`src/rtl/rf_wb_pkg.sv`:
```
// rf_wb_pkg: shared widths, special register numbers and the FIFO entry type for the RF write-back block
package rf_wb_pkg;
  localparam int XLEN = 32;
  localparam int REG_AW = 5;
  localparam logic [REG_AW-1:0] REG_ZERO = 5'd0;
  localparam logic [REG_AW-1:0] REG_HALT = 5'd30;
  typedef struct packed {
    logic [REG_AW-1:0] rd;
    logic [XLEN-1:0]   data;
  } wb_ent_t;
endpackage

```
`src/rtl/m_wb_fifo.sv`:
```
// m_wb_fifo: DEPTH-entry FIFO of write-back entries; pointers carry an extra wrap bit to tell full from empty
module m_wb_fifo
  import rf_wb_pkg::*;
#(
  parameter int DEPTH = 4
) (
  input  logic    clk,
  input  logic    rst,
  input  logic    push,
  input  wb_ent_t din,
  input  logic    pop,
  output wb_ent_t dout,
  output logic    full,
  output logic    empty
);
  localparam int AW = $clog2(DEPTH);
  wb_ent_t mem [DEPTH];
  logic [AW:0] wp, rp;
  assign empty = wp == rp;
  assign full = (wp[AW] != rp[AW]) && (wp[AW-1:0] == rp[AW-1:0]);
  assign dout = mem[rp[AW-1:0]];
  // pointer advance; reset drops all contents at once
  always_ff @(posedge clk or posedge rst) begin
    if (rst) begin
      wp <= '0;
      rp <= '0;
    end else begin
      if (push) wp <= wp + 1'b1;
      if (pop) rp <= rp + 1'b1;
    end
  end
  // storage write, no reset needed since empty pointers hide stale data
  always_ff @(posedge clk) begin
    if (push) mem[wp[AW-1:0]] <= din;
  end
endmodule

```
`src/rtl/m_rf_wb.sv`:
```
// m_rf_wb: RF write-port controller merging ALU and buffered long-latency results, with pending-write scoreboard
// Optional halt-on-x30 feature enabled by defining RF_WB_HALT_EN.
module m_rf_wb
  import rf_wb_pkg::*;
#(
  parameter int DEPTH = 4
) (
  input  logic              w_clk,
  input  logic              w_rst,
  input  logic              w_alu_v,
  input  logic [REG_AW-1:0] w_alu_rd,
  input  logic [XLEN-1:0]   w_alu_d,
  input  logic              w_lsu_v,
  output logic              w_lsu_rdy,
  input  logic [REG_AW-1:0] w_lsu_rd,
  input  logic [XLEN-1:0]   w_lsu_d,
  input  logic              w_iss_v,
  input  logic [REG_AW-1:0] w_iss_rd,
  input  logic [REG_AW-1:0] w_q_rs1,
  input  logic [REG_AW-1:0] w_q_rs2,
  output logic              w_q_busy1,
  output logic              w_q_busy2,
  output logic              w_we,
  output logic [REG_AW-1:0] w_wa,
  output logic [XLEN-1:0]   w_wd,
  output logic              w_halt
);
  wb_ent_t head;
  logic full, empty, push, pop, sel_v, nxt_we, we_lsu, halt;
  logic [REG_AW-1:0] sel_rd;
  logic [XLEN-1:0] sel_d;
  logic [31:0] sb, clr_mask, set_mask;
  assign w_lsu_rdy = ~full & ~halt;
  assign push = w_lsu_v & w_lsu_rdy;
  assign pop = ~w_alu_v & ~empty;
  assign sel_v = w_alu_v | ~empty;
  assign sel_rd = w_alu_v ? w_alu_rd : head.rd;
  assign sel_d = w_alu_v ? w_alu_d : head.data;
  assign nxt_we = sel_v & (sel_rd != REG_ZERO) & ~halt;
  assign w_halt = halt;
  assign w_q_busy1 = sb[w_q_rs1];
  assign w_q_busy2 = sb[w_q_rs2];
  assign clr_mask = (w_we & we_lsu) ? (32'd1 << w_wa) : 32'd0;
  assign set_mask = (w_iss_v && w_iss_rd != REG_ZERO) ? (32'd1 << w_iss_rd) : 32'd0;
  m_wb_fifo #(.DEPTH(DEPTH)) u_fifo (
    .clk(w_clk),
    .rst(w_rst),
    .push(push),
    .din('{rd: w_lsu_rd, data: w_lsu_d}),
    .pop(pop),
    .dout(head),
    .full(full),
    .empty(empty)
  );
  // scoreboard: a committed FIFO write clears its bit, a same-cycle issue re-sets it
  always_ff @(posedge w_clk or posedge w_rst) begin
    if (w_rst) sb <= '0;
    else sb <= (sb & ~clr_mask) | set_mask;
  end
  // registered RF write port; ALU has priority over the FIFO head
  always_ff @(posedge w_clk or posedge w_rst) begin
    if (w_rst) begin
      w_we <= 1'b0;
      w_wa <= '0;
      w_wd <= '0;
      we_lsu <= 1'b0;
    end else begin
      w_we <= nxt_we;
      we_lsu <= ~w_alu_v;
      if (sel_v) begin
        w_wa <= sel_rd;
        w_wd <= sel_d;
      end
    end
  end
`ifdef RF_WB_HALT_EN
  // sticky halt raised by the same edge that issues a write to x30
  always_ff @(posedge w_clk or posedge w_rst) begin
    if (w_rst) halt <= 1'b0;
    else halt <= halt | (nxt_we & (sel_rd == REG_HALT));
  end
`else
  assign halt = 1'b0;
`endif
endmodule

```
`config.mk`:
```
export PLATFORM = sky130hd
export DESIGN_NAME = m_rf_wb
export DESIGN_NICKNAME = d
export VERILOG_FILES = /design/src/rtl/rf_wb_pkg.sv /design/src/rtl/m_wb_fifo.sv /design/src/rtl/m_rf_wb.sv
export SDC_FILE = /design/constraint.sdc
export NUM_CORES = 1
export LEC_CHECK = 0
export CORE_MARGIN = 2
export CORE_UTILIZATION = 49
export DETAILED_ROUTE_END_ITERATION = 6
export PLACE_DENSITY_LB_ADDON = 0.1
export SLEW_MARGIN = 20
export SYNTH_ARGS = -nofsm -noshare
export SYNTH_HDL_FRONTEND = slang
export SYNTH_SLANG_ARGS = --single-unit
```
`constraint.sdc`:
```
create_clock -name w_clk -period 2.4 [get_ports w_clk]
set_input_delay 0.24 -clock w_clk [delete_from_list [all_inputs] [get_ports w_clk]]
set_output_delay 0.24 -clock w_clk [all_outputs]
set_load 0.005 [all_outputs]
```
; Word-level counts from Yosys, hierarchy flattened
; Memory sizes are Yosys's and may differ from the RTL's.
; Index checks and enable logic that the tools add are counted.
[totals]
n_memories = 1
out_inout_bits = 42
inputBits = 94
regBits = 77
ram_bits = 148
word_cells = 42
[op_classes]
addsub = 2
shifts = 2
muxes = 10
n_reduce_logical = 4
n_eq_ne = 3
order_cmp = 2
bitwise_logic = 11
[mem_list]
columns = memory, words, width, rd, rd_ports_with_merged_regs, wr, line_no
row1 = u_fifo.mem, 4, 37, 1, 0, 1, m_wb_fifo.sv:17  ; wb_ent_t mem [DEPTH];
[ops]
columns = cell, count
row1 = $mux W32, 3
row2 = $shl A1 B5 Y32 const A, 2
row3 = $and A32 B32 Y32, 1
row4 = $not A32 Y32, 1
row5 = $or A32 B32 Y32, 1
row6 = $lt A5 B6 Y1 const B, 2
row7 = $bmux W1 S5, 2
row8 = $reduce_bool A5 Y1, 2
row9 = $add A3 B1 Y3 const B, 2
row10 = $mux W5, 1
row11 = $and A1 B1 Y1, 4
row12 = $mux W1, 4
row13 = $eq A3 B3 Y1, 1
row14 = $not A1 Y1, 3
row15 = $eq A2 B2 Y1, 1
row16 = $logic_and A1 B1 Y1, 2
row17 = $ne A1 B1 Y1, 1
row18 = $or A1 B1 Y1, 1

; Depth between registers and ports, before layout
[depth]
depth_word = 6
ltp_mapped = 6
ltp_nobuf = 4

; Cells and area by module
; A second synthesis with hierarchy kept.
[hier_totals]
hier_cells = 616
area_unflattened_um2 = 9471.6
[modules_own_cells]
columns = module, n_inst, cells_per_inst, area_each_um2, seq_area_each_um2
row1 = m_wb_fifo, 1, 224, 5676.7, 4594.4
row2 = m_rf_wb, 1, 392, 3794.9, 1776.7

; Worst setup path after synthesis
; Ideal clock, no wire load.
[synth_timing]
path_kind = flip-flop to flip-flop
startpoint = register u_fifo.rp[1]
endpoint = memory u_fifo.mem[3][0] (netlist bit), enable pin
path_stages_with_launch = 5
path_slack_ps = 49
setup_ps = 399
required_ps = 2001
synth_period_minus_slack_ps = 2351
t_arrival_ps = 1952
n_path_buf = 1
cell_sequence = dfrtp_1 -> buf_2 -> xnor2_2 -> a31oi_2 -> and2_1
[synth_via]
elab_chain_len = 6
[synth_lines]
columns = item, line_no
row1 = start: declaration, m_wb_fifo.sv:18  ; logic [AW:0] wp, rp;
row2 = start signal: assignment, m_wb_fifo.sv:29  ; if (pop) rp <= rp + 1'b1;
row3 = $eq A2 B2 Y1, m_wb_fifo.sv:20  ; assign full = (wp[AW] != rp[AW]) && (wp[AW-1:0] == rp[AW-1:0]);
row4 = $logic_and A1 B1 Y1, m_wb_fifo.sv:20
row5 = $not A1 Y1, m_rf_wb.sv:33  ; assign w_lsu_rdy = ~full & ~halt;
row6 = $and A1 B1 Y1, m_rf_wb.sv:34  ; assign push = w_lsu_v & w_lsu_rdy;
row7 = $mux W1, m_wb_fifo.sv:34  ; if (push) mem[wp[AW-1:0]] <= din;
row8 = $mux W1 (not written as such), m_wb_fifo.sv:34
row9 = end: declaration, m_wb_fifo.sv:17
; No other way between the ends.

; Worst setup path after layout
[layout_timing]
startpoint = register sb[11]
endpoint = output port w_q_busy2
[layout_via]
elab_chain_len = 2
[layout_lines]
columns = item, line_no
row1 = start: declaration, m_rf_wb.sv:32  ; logic [31:0] sb, clr_mask, set_mask;
row2 = start signal: assignment, m_rf_wb.sv:58  ; else sb <= (sb & ~clr_mask) | set_mask;
row3 = $bmux W1 S5, m_rf_wb.sv:42  ; assign w_q_busy2 = sb[w_q_rs2];
row4 = $mux W1 (not written as such), m_rf_wb.sv:42
row5 = end: declaration, m_rf_wb.sv:22  ; output logic w_q_busy2,
; No other way between the ends. The select of a mux whose other input is x is not followed.

==> metrics.txt <==
# TYPE chip_impl_metric gauge
chip_impl_metric{name="die-area",unit="um^2"} 20300
chip_impl_metric{name="antenna_cells",unit=""} 0
chip_impl_info{name="largest_area_contributor_in_the_synthesized_netlist",value="sky130_fd_sc_hd__edfxtp_1"} 1
chip_impl_metric{name="core_area",unit="um^2"} 18800
chip_impl_metric{name="sequential_element_share_of_the_synthesized_area",unit=""} 0.677
chip_impl_metric{name="io_pins",unit=""} 136
chip_impl_metric{name="cts.sinks",unit=""} 225
chip_impl_metric{name="cellLeakagePower",unit="nW"} 4.39
chip_impl_info{name="worstReg2RegStart",value="u_fifo.rp[2]"} 1
chip_impl_metric{name="setup_tns",unit="ns"} 0
chip_impl_metric{name="dp_worst_setup_slack",unit="ns"} -0.258
chip_impl_info{name="hold_path_end",value="w_wd[1]"} 1
chip_impl_metric{name="vdd_drop_max",unit="mV"} 0.621
chip_impl_metric{name="post-synth-top-area-fraction",unit=""} 0.472
chip_impl_metric{name="synth_mux_area_frac",unit=""} 0.168
chip_impl_metric{name="ctsLongestPathBuffers",unit=""} 3
chip_impl_metric{name="max_freq",unit="MHz"} 426
chip_impl_metric{name="post_dp_cell_area",unit="um^2"} 11100
chip_impl_metric{name="detail_route.drc_violations",unit=""} 0
chip_impl_metric{name="yosys.area_share.xor_xnor",unit=""} 0.00731
chip_impl_metric{name="final_min_period_over_clock_period",unit=""} 0.978
chip_impl_metric{name="drt-pass1-iter-count",unit=""} 5
chip_impl_info{name="tritoncts",value="done"} 1
chip_impl_metric{name="ffs_w_async_s_r_synth",unit=""} 0.342
chip_impl_metric{name="worstPathMaxFanout",unit=""} 2
chip_impl_metric{name="number_of_enable_flip_flop_cells_after_synthesis",unit=""} 148
chip_impl_metric{name="first_pass_grt_wire_length",unit="mm"} 32.5
chip_impl_info{name="synthMostInstantiatedCell",value="sky130_fd_sc_hd__edfxtp_1"} 1
chip_impl_metric{name="syn_avg_cell_area",unit="um^2"} 16.3
chip_impl_info{name="hold_path_class",value="in -> reg"} 1
chip_impl_metric{name="dpl.cell_count",unit=""} 933
chip_impl_metric{name="netlist_instances",unit=""} 577
chip_impl_metric{name="final_cells",unit=""} 977
chip_impl_metric{name="gpl.final_weighted_congestion",unit=""} 0.790
chip_impl_info{name="outcome",value="complete, no violations"} 1
chip_impl_metric{name="nNetsFinal",unit=""} 825
chip_impl_metric{name="row_count",unit=""} 50
chip_impl_info{name="worstReg2RegEnd",value="w_wd[10]"} 1
chip_impl_info{name="hold_start",value="w_alu_v"} 1
chip_impl_metric{name="final_util",unit=""} 0.637
chip_impl_metric{name="post_synth_simple_gate_area",unit=""} 0.0529
chip_impl_metric{name="clkLatencyLatePin",unit="ns"} 0.50
chip_impl_metric{name="floorplan.initialDensity",unit=""} 0.501
chip_impl_metric{name="cts-hold-fix-buffers",unit=""} 0
chip_impl_metric{name="min_period",unit="ns"} 2.35
chip_impl_metric{name="synth-compound-area-share",unit=""} 0.0682
chip_impl_metric{name="grt.overflow.total",unit=""} 0
chip_impl_metric{name="r2r_slack",unit="ns"} 0.53
chip_impl_metric{name="drv.max_cap_violation_count",unit=""} 0
chip_impl_metric{name="clock-skew-final",unit="ns"} 0.0106
chip_impl_metric{name="io_buffer_count",unit=""} 134
chip_impl_info{name="synth_ff_type",value="sky130_fd_sc_hd__edfxtp_1"} 1
chip_impl_metric{name="holdPathStages",unit=""} 3
chip_impl_metric{name="clock_buffer_count_from_cts",unit=""} 24
chip_impl_metric{name="cp_data_arrival_time",unit="ns"} 2.11
chip_impl_metric{name="post-route-worst-setup-slack",unit="ns"} 0.0537
chip_impl_metric{name="synth-seq-cells",unit=""} 225
chip_impl_info{name="clock_tree_root_driver_cell",value="sky130_fd_sc_hd__clkbuf_16"} 1
chip_impl_info{name="post_synth_main_area_contributors",value="sky130_fd_sc_hd__edfxtp_1 (47%), sky130_fd_sc_hd__dfrtp_1 (20%), sky130_fd_sc_hd__mux4_2 (11%), sky130_fd_sc_hd__mux2i_1 (4.5%), sky130_fd_sc_hd__o21ai_0 (3.1%)"} 1
chip_impl_info{name="worstSetupEndpointType",value="output pin"} 1
chip_impl_metric{name="fin_area",unit="um^2"} 12000
chip_impl_metric{name="die_height",unit="um"} 143
chip_impl_metric{name="detail_route.wl_per_cell",unit="um"} 20.9
chip_impl_info{name="synth_common_cells",value="sky130_fd_sc_hd__edfxtp_1 (148), sky130_fd_sc_hd__dfrtp_1 (77), sky130_fd_sc_hd__o21ai_0 (59), sky130_fd_sc_hd__mux4_2 (44), sky130_fd_sc_hd__mux2i_1 (42)"} 1
chip_impl_metric{name="vias_in_the_first_global_route",unit=""} 5925
chip_impl_metric{name="grt_max_degree",unit=""} 63
chip_impl_metric{name="die_width",unit="um"} 143
chip_impl_metric{name="worst_reg_to_reg_path_cell_count",unit=""} 5
chip_impl_info{name="timing.critical_path.from_type",value="flip-flop"} 1
chip_impl_metric{name="ys_types",unit=""} 51
chip_impl_metric{name="synth_warnings",unit=""} 0
chip_impl_metric{name="vias_per_std_cell",unit=""} 5.73
chip_impl_metric{name="detailedPlacementHpwl",unit="mm"} 13.1
chip_impl_metric{name="total_power",unit="mW"} 14.6
chip_impl_metric{name="h-tree-depth",unit=""} 1
chip_impl_metric{name="post_synth_fa_ha_maj_area_fraction",unit=""} 0.00665
chip_impl_metric{name="detailedRoute.firstIterationViolations",unit=""} 507
chip_impl_metric{name="number_of_hold_slack_violations_in_the_final_timing_report",unit=""} 0
chip_impl_metric{name="final_antenna_net_count",unit=""} 0
chip_impl_metric{name="cellPowerDensity",unit="nW/um^2"} 1220
chip_impl_metric{name="whs",unit="ns"} 0.133
chip_impl_metric{name="flow.area_growth_from_synthesis",unit="%"} 27.0
chip_impl_info{name="dominant_combinational_cell_family_by_area_after_synthesis",value="multiplexers"} 1
chip_impl_metric{name="relative_max_transition_margin",unit=""} 0.505
chip_impl_metric{name="routed_wirelength",unit="mm"} 20.4
chip_impl_metric{name="number_of_antenna_violations_at_the_first_check_in_global_routing",unit=""} 3
chip_impl_metric{name="finalSetupViolations",unit=""} 0
chip_impl_metric{name="critPathRequiredTime",unit="ns"} 2.16
chip_impl_metric{name="timing.final.max_slew_violations",unit=""} 0
chip_impl_info{name="path_class",value="reg -> out"} 1
chip_impl_metric{name="synthesis.area",unit="um^2"} 9410
chip_impl_info{name="unrepaired_setup_endpoints_after_global_routing",value="true"} 1
chip_impl_metric{name="via_count",unit=""} 5602
chip_impl_metric{name="worst-slew-pin-transition",unit="ns"} 0.743
chip_impl_metric{name="clkSlewWorstSetupHoldPaths",unit="ns"} 0.06
chip_impl_metric{name="globalRouteTotalUtil",unit=""} 0.210
chip_impl_metric{name="syn-num-nets",unit=""} 676
chip_impl_metric{name="post_route_cells_drive_above_1_share",unit=""} 0.175
[worst max-delay path by stage]
stage | startpoint | endpoint | slack (ns)
2_1_floorplan | u_fifo.rp[1] | u_fifo.mem[3][0] | 0.05
3_3_place_gp | w_q_rs2[0] | w_q_busy2 | -0.26
3_5_place_dp | w_q_rs2[0] | w_q_busy2 | -0.26
4_1_cts | sb[15] | w_q_busy1 | -0.03
5_1_grt | sb[11] | w_q_busy2 | -0.01
6_report | sb[11] | w_q_busy2 | 0.05
[kinds of logic (layout without fill, tap and decap cells)]
| family | count (synthesis) | count (layout) |
|---|---|---|
| compound gates | 114 | 114 |
| xor+xnor | 7 | 7 |
| fa+ha+maj | 5 | 5 |
| buf+inv | 36 | 202 |
| flops | 225 | 225 |
| mux | 96 | 96 |
| other cells | 1 | 1 |
| simple gates | 93 | 93 |
[layer usage]
metal,GRT usage,part of all wire
met1,0.282,0.42
met2,0.346,0.50
met3,0.0478,0.062
met4,0.0610,0.019
met5,0,0.00074
[where the power goes]
group | internal (mW) | leakage (nW) | total [mW] | switching, mW
combinational | 2.52 | 1.75 | 4.76 | 2.24
clock | 2.35 | 0.403 | 3.77 | 1.42
sequential | 5.37 | 2.24 | 6.02 | 0.652
[critical path: stages, from the launching register on]
cell                       delay, ns
sky130_fd_sc_hd__dfrtp_1        0.38
sky130_fd_sc_hd__buf_4          0.14
sky130_fd_sc_hd__mux4_2         0.45
sky130_fd_sc_hd__mux2_2         0.28
sky130_fd_sc_hd__nor3b_2        0.15
sky130_fd_sc_hd__nor4_1         0.07
sky130_fd_sc_hd__clkbuf_2       0.12
[sequential cells by signal (all words and copies together), names as in the netlist]
signal and count:
we_lsu 1, w_we 1, w_wa 5, u_fifo.mem 148, u_fifo.wp 3, u_fifo.rp 3, sb 32, w_wd 32
[layout make-up]
type                    count  area [um^2]
repair buffers            153         1560
multi-input cells         316         2880
clock buffers              35          704
fillers                  1382         6810
clock inverters             8          114
flip-flops and latches    225         6370
well taps                 234          293
inverters                   6         23.8
[cells in the final DEF (no fill, tap or decap), types with 3 or more instances in the layout]
cell type and count:
sky130_fd_sc_hd__nor3b_2 3, sky130_fd_sc_hd__bufinv_16 3, sky130_fd_sc_hd__ha_1 5, sky130_fd_sc_hd__nand2_1 37, sky130_fd_sc_hd__xnor2_1 3, sky130_fd_sc_hd__clkinv_2 5
sky130_fd_sc_hd__and2_2 4, sky130_fd_sc_hd__inv_1 4, sky130_fd_sc_hd__mux4_2 48, sky130_fd_sc_hd__xor2_1 3, sky130_fd_sc_hd__o21ai_0 59, sky130_fd_sc_hd__clkbuf_1 7
sky130_fd_sc_hd__a21oi_1 7, sky130_fd_sc_hd__o22ai_1 3, sky130_fd_sc_hd__buf_12 7, sky130_fd_sc_hd__dfrtp_1 75, sky130_fd_sc_hd__or3_1 3, sky130_fd_sc_hd__nor2_1 6
sky130_fd_sc_hd__nand3b_1 9, sky130_fd_sc_hd__o21ai_1 35, sky130_fd_sc_hd__clkdlybuf4s50_1 131, sky130_fd_sc_hd__nand3_1 6, sky130_fd_sc_hd__mux2i_1 42, sky130_fd_sc_hd__a2111oi_2 3
sky130_fd_sc_hd__buf_4 10, sky130_fd_sc_hd__clkbuf_16 26, sky130_fd_sc_hd__edfxtp_1 148, sky130_fd_sc_hd__mux2_2 3, sky130_fd_sc_hd__nor3_1 5, sky130_fd_sc_hd__nor2b_1 3
[repair_timing]
item	4_1_cts	5_1_grt
setup buffers	0	1
pin swaps	2	1
setup endpoints to repair	2	2
cloned	0	0
gates resized for setup	13	6
Power figures use the tool's default switching activity.
==> patch 1: new RTL, same flow settings <==
`DEPTH` is set to 4 in 2 places; all go to 2.
--- a/src/rtl/m_wb_fifo.sv
+++ b/src/rtl/m_wb_fifo.sv
@@ -3,5 +3,5 @@
   import rf_wb_pkg::*;
 #(
-  parameter int DEPTH = 4
+  parameter int DEPTH = 2
 ) (
   input  logic    clk,
--- a/src/rtl/m_rf_wb.sv
+++ b/src/rtl/m_rf_wb.sv
@@ -4,5 +4,5 @@
   import rf_wb_pkg::*;
 #(
-  parameter int DEPTH = 4
+  parameter int DEPTH = 2
 ) (
   input  logic              w_clk,
Function: changed (Yosys sat finds a counterexample within 4 cycles, from zero or initial values and one cycle with w_rst high).
==> patch 1 against the original RTL <==
- worst setup slack improved by 0.0082 ns
- wire length decreased by 23%
- sequential cell count decreased by 76
- combinational power decreased by 32%
- clock power decreased by 28%
- cell area decreased by 26%
- area after synthesis decreased by 30%
- first-iteration DRC count decreased by 45%
- critical path depth increased by 1
- power decreased by 29%
==> patch 1: results (changes against the original RTL) <==
[layout]
stdcell_count = 894  ; was 977
antenna_cells = 0  ; unchanged
final_nets = 799  ; was 825
largest_reg_flops = 74  ; was 148
final_common_cell = clkdlybuf4s50_1  ; was edfxtp_1
drive_above_1_share_pct = 9.053  ; was 17.50%

[drt]
vias = 4843  ; was 5602
dr.pass1.iters = 4  ; was 5
drt_wl_total_um = 15610  ; was 20370 um
drtIter0Drc = 279  ; was 507

[critical_path]
rr_worst_depth = 5  ; unchanged
worstReg2RegStart = u_fifo.wp[0]$_DFFE_PP0P_  ; was u_fifo.rp[2]$_DFFE_PP0P_
regToRegSetupSlack_ns = 0.52
worstPathMaxFanout = 4  ; was 2
crit_arrival_ns = 2.10
timing.rr.end = u_fifo.mem[1][10]$_DFFE_PP_  ; was w_wd[10]$_DFFE_PP0P_

[synthesis]
ys_warn_count = 0  ; unchanged
synth_common_cells = 93 x o21ai_0, 75 x dfrtp_1, 74 x edfxtp_1, 69 x mux2i_1, 62 x nand2_1  ; was 148 x edfxtp_1, 77 x dfrtp_1, 59 x o21ai_0, 44 x mux4_2, 42 x mux2i_1
synth.yosys.seq_area_share_pct = 62.51  ; was 67.69%
synth_ff_type = dfrtp_1  ; was edfxtp_1
synth-async-reset-ratio_pct = 50.34  ; was 34.22%
synth_area_leaders = edfxtp_1 34%, dfrtp_1 29%, mux2i_1 11%  ; was edfxtp_1 47%, dfrtp_1 20%, mux4_2 11%
synth_most_common_cell = o21ai_0  ; was edfxtp_1
synth-edff-count = 74  ; was 148
synth.distinct_cells = 36  ; was 51
synthCells = 561  ; was 577
syn-num-nets = 655  ; was 676

[pwr]
leakagePower_uw = 0.003391  ; was 0.004388 uW
vdd_drop_max_mv = 0.7417  ; was 0.6212 mV
p_sw_uw = 3220  ; was 4314 uW

[placed_design]
port_buffers = 134  ; unchanged
dpl.cell_count = 856  ; was 933
postPlaceCellArea_um2 = 8083  ; was 11110 um2
dp_slack_ns = -0.09679  ; was -0.2583 ns
hpwlAfterDp_um = 10900  ; was 13090 um
gp_congestion = 0.8990  ; was 0.7900

[sta]
slew_headroom_pct = 53.37  ; was 50.49%
fin_skew_ns = 0.01023  ; was 0.01062 ns

[status]
status = complete, no violations  ; unchanged

[clocking]
cts.clk_slew.worst_paths_ns = 0.06  ; about the same
clk-insertion-delay-late_ns = 0.42  ; was 0.50 ns
htree_levels = 4  ; was 1
cts-buffers-inserted = 17  ; was 24
ctsRootBufferMaster = clkbuf_16  ; unchanged
clk_path_buf_depth = 2  ; was 3

[grt]
grt_pass1_vias = 4925  ; was 5925
grt_pass1_wl_um = 24780  ; was 32460 um
track_usage_pct = 22.73  ; was 20.96%
grt_max_degree = 48  ; was 63
antenna_found_initial = 0  ; was 3

[hold_path]
hold_class = input pin to asynchronous set/reset pin  ; was input pin to flip-flop

patch 1: cell count changes after synthesis, sizes merged, moves of 25 or more:
cell,delta
a21oi,+36
edfxtp,-74
mux2i,+27
mux4,-48
nand2,+25
nor2,+38
patch 1: power by group through the flow:
stage / clock [uW] / combinational [uW] / sequential [uW]
after floorplan: 0 / 1910 / 4210
after global placement: 0 / 3160 / 4320
after detailed placement: 0 / 3240 / 4370
after CTS: 2770 / 3270 / 4320
after global routing: 2890 / 3580 / 4430
final: 2730 / 3230 / 4320
patch 1: area by class of cell:
type / count / area [um2]
clock buffer: 18 / 429.2
sequential: 149 / 4100
fill: 1013 / 4327
multi-input combinational: 381 / 2278
clock inverter: 14 / 182.7
inverter: 4 / 16.27
tap: 176 / 220.2
timing repair buffer: 152 / 1584
patch 1: worst max path at each step:
stage	start	endpoint	slack, ns	cells past startpoint
5_1_grt	w_q_rs1[2]	w_q_busy1	0.008	7
4_1_cts	w_q_rs2[0]	w_q_busy2	0.03	7
6_report	w_q_rs2[0]	w_q_busy2	0.06	7
3_5_place_dp	w_q_rs2[0]	w_q_busy2	-0.1	7
3_3_place_gp	w_q_rs2[0]	w_q_busy2	-0.04	7
2_1_floorplan	u_fifo.rp[0]$_DFFE_PP0P_	u_fifo.mem[1][0]$_DFFE_PP_	0.03	5
patch 1: layer usage:
metal | wire length, um | share of wire, % | GRT usage [%]
met1 | 6347 | 41 | 26.65
met2 | 7975 | 51 | 39.14
met3 | 896 | 5.7 | 5.846
met4 | 389 | 2.5 | 10.59
met5 | 0 | 0 | 0
patch 1: per-stage QoR:
step / hold slack [ns] / total power, uW
2_1_floorplan: 0.3389 / 6122
3_3_place_gp: 0.4639 / 7480
3_5_place_dp: 0.4734 / 7603
4_1_cts: 0.1942 / 10370
5_1_grt: 0.2282 / 10900
6_report: 0.1903 / 10280
patch 1: critical path, stage by stage:
cell             delay [ns]
clkdlybuf4s50_1        0.47
and2_2                 0.24
a22oi_1                0.21
nand4b_1               0.12
a21oi_1                0.15
a311o_1                0.17
clkdlybuf4s50_1        0.50
patch 1: cell families (layout without fill, tap and decap cells):
logic type | after synthesis | after routing | synth area share [%]
compound gates | 160 | 160 | 12.80
mux | 69 | 69 | 10.53
simple gates | 147 | 147 | 10.21
buf+inv | 31 | 188 | 3.358
flops | 149 | 149 | 62.51
xor+xnor | 4 | 4 | 0.5343
other cells | 1 | 1 | 0.05719
patch 1: timing repair:
action / 4_1_cts / 5_1_grt
hold endpoints to repair: 0 / 0
gates resized for setup: 4 / 6
gates cloned: 2 / 0
setup buffers: 4 / 0
setup endpoints to repair: 2 / 2
==> patch 2: new RTL, config.mk and constraints unchanged <==
Without the edit above. Build with the macro `RF_WB_HALT_EN` defined.
--- a/src/rtl/m_rf_wb.sv
+++ b/src/rtl/m_rf_wb.sv
@@ -1,4 +1,6 @@
 // m_rf_wb: RF write-port controller merging ALU and buffered long-latency results, with pending-write scoreboard
 // Optional halt-on-x30 feature enabled by defining RF_WB_HALT_EN.
+`define RF_WB_HALT_EN
+
 module m_rf_wb
   import rf_wb_pkg::*;
Behaviour: not the same (a bounded check fails within 4 cycles, from zero or initial values and one cycle with w_rst high).
==> patch 2 against the original RTL <==
- the run now ends with setup timing left
- area after synthesis shrank 0.53%
- wire length increased by 1.6%
- sequential share of layout area down 0.28 points
- register-to-register slack worse by 0.39 ns
- count of clock-buffer cells in the layout rose by 2
- worst setup slack got worse by 0.15 ns
- sequential cell count grew 1
- cell area grew 0.96%
- power is 23% lower
- largest power group unchanged
- highest routed layer unchanged
==> patch 2: results (changes against the original RTL) <==
[critical_path]
worstReg2RegStart = u_fifo.rp[0]$_DFFE_PP0P_  ; was u_fifo.rp[2]$_DFFE_PP0P_
timing.rr.end = u_fifo.mem[1][9]$_DFFE_PP_  ; was w_wd[10]$_DFFE_PP0P_

[layout]
num-multi-input-gates = 310  ; was 316
stdcell_count = 983  ; was 977
n_all_buffers = 158  ; was 153
clk_share_pct = 6.851  ; was 6.844%
multi_input_area_um2 = 2814  ; was 2884 um2
nonClkBufAreaFrac_pct = 14.03  ; was 13.08%
final_nets = 830  ; was 825
area_growth_pct = 28.95  ; was 27.04%

[sta]
setup_ws_ns = -0.09602  ; was 0.05368 ns
setup_viol = 2  ; was 0
fin_skew_ns = 0.008953  ; was 0.01062 ns

[status]
violations = setup timing
status = finished, violations left  ; was complete, no violations

[synthesis]
synth.yosys.seq_area_share_pct = 68.32  ; was 67.69%
syn-num-nets = 672  ; was 676

[hold_path]
hold_class = input pin to asynchronous set/reset pin  ; was input pin to flip-flop

[placed_design]
postPlaceCellArea_um2 = 11230  ; was 11110 um2
dpl.cell_count = 938  ; was 933

[grt]
grt_pass1_wl_um = 32630  ; was 32460 um
track_usage_pct = 21.09  ; was 20.96%

[pwr]
comb_power_uw = 2710  ; was 4760 uW
p_seq_uw = 4630  ; was 6020 uW

[drt]
drtIter0Drc = 356  ; was 507
avgRoutedWirePerCell_um = 21.05  ; was 20.85 um

==> patch 2: cell types whose count changed in the layout (fill, tap and decap cells not counted), moves of 4 or more <==
cell / before / now
a21oi_1: 7 / 0
buf_12: 7 / 14
inv_1: 4 / 10
mux4_2: 48 / 52
nand2_1: 37 / 50
nor3_1: 5 / 0
o21ai_0: 59 / 94
o21ai_1: 35 / 0
==> patch 2: cell families after synthesis <==
logic type | count (synthesis) | synth area share (%)
buffers and inverters | 37 | 1.751
muxes | 101 | 17.80
DFF | 226 | 68.32
AOI/OAI and AO/OA | 108 | 6.228
xor gates and xnor gates | 7 | 0.6549
and+or+nand+nor | 89 | 4.571
adders and majority gates | 5 | 0.6683
==> patch 2: repair_timing <==
action	in CTS	in global routing
gates resized for setup	14	0
endpoints found under the setup margin	2	2
buffers inserted	0	1
pin swaps	0	0
==> patch 2: worst register-to-register path, stage by stage, from the launching register on <==
cell,delay (ns)
dfrtp_4,0.49
xnor2_1,0.17
a311oi_1,0.52
buf_4,0.24
and2_2,0.35
buf_12,0.20
==> patch 2: worst max-delay path by stage <==
stage                                   startpoint                          to  cells after the start
after floorplan           u_fifo.rp[0]$_DFFE_PP0P_  u_fifo.mem[3][0]$_DFFE_PP_                      4
after global placement                  w_q_rs1[0]                   w_q_busy1                      6
after detailed placement                w_q_rs1[0]                   w_q_busy1                      6
after CTS                          sb[7]$_DFF_PP0_                   w_q_busy1                      4
after global routing              sb[15]$_DFF_PP0_                   w_q_busy1                      4
final                             sb[15]$_DFF_PP0_                   w_q_busy2                      4
==> patch 2: per-layer routing <==
| metal | track usage [%] | wire length, um |
|---|---|---|
| met4 | 3.579 | 308 |
| met3 | 4.408 | 1276 |
| met1 | 30.49 | 9199 |
| met2 | 34.07 | 9889 |
| met5 | 0 | 13 |
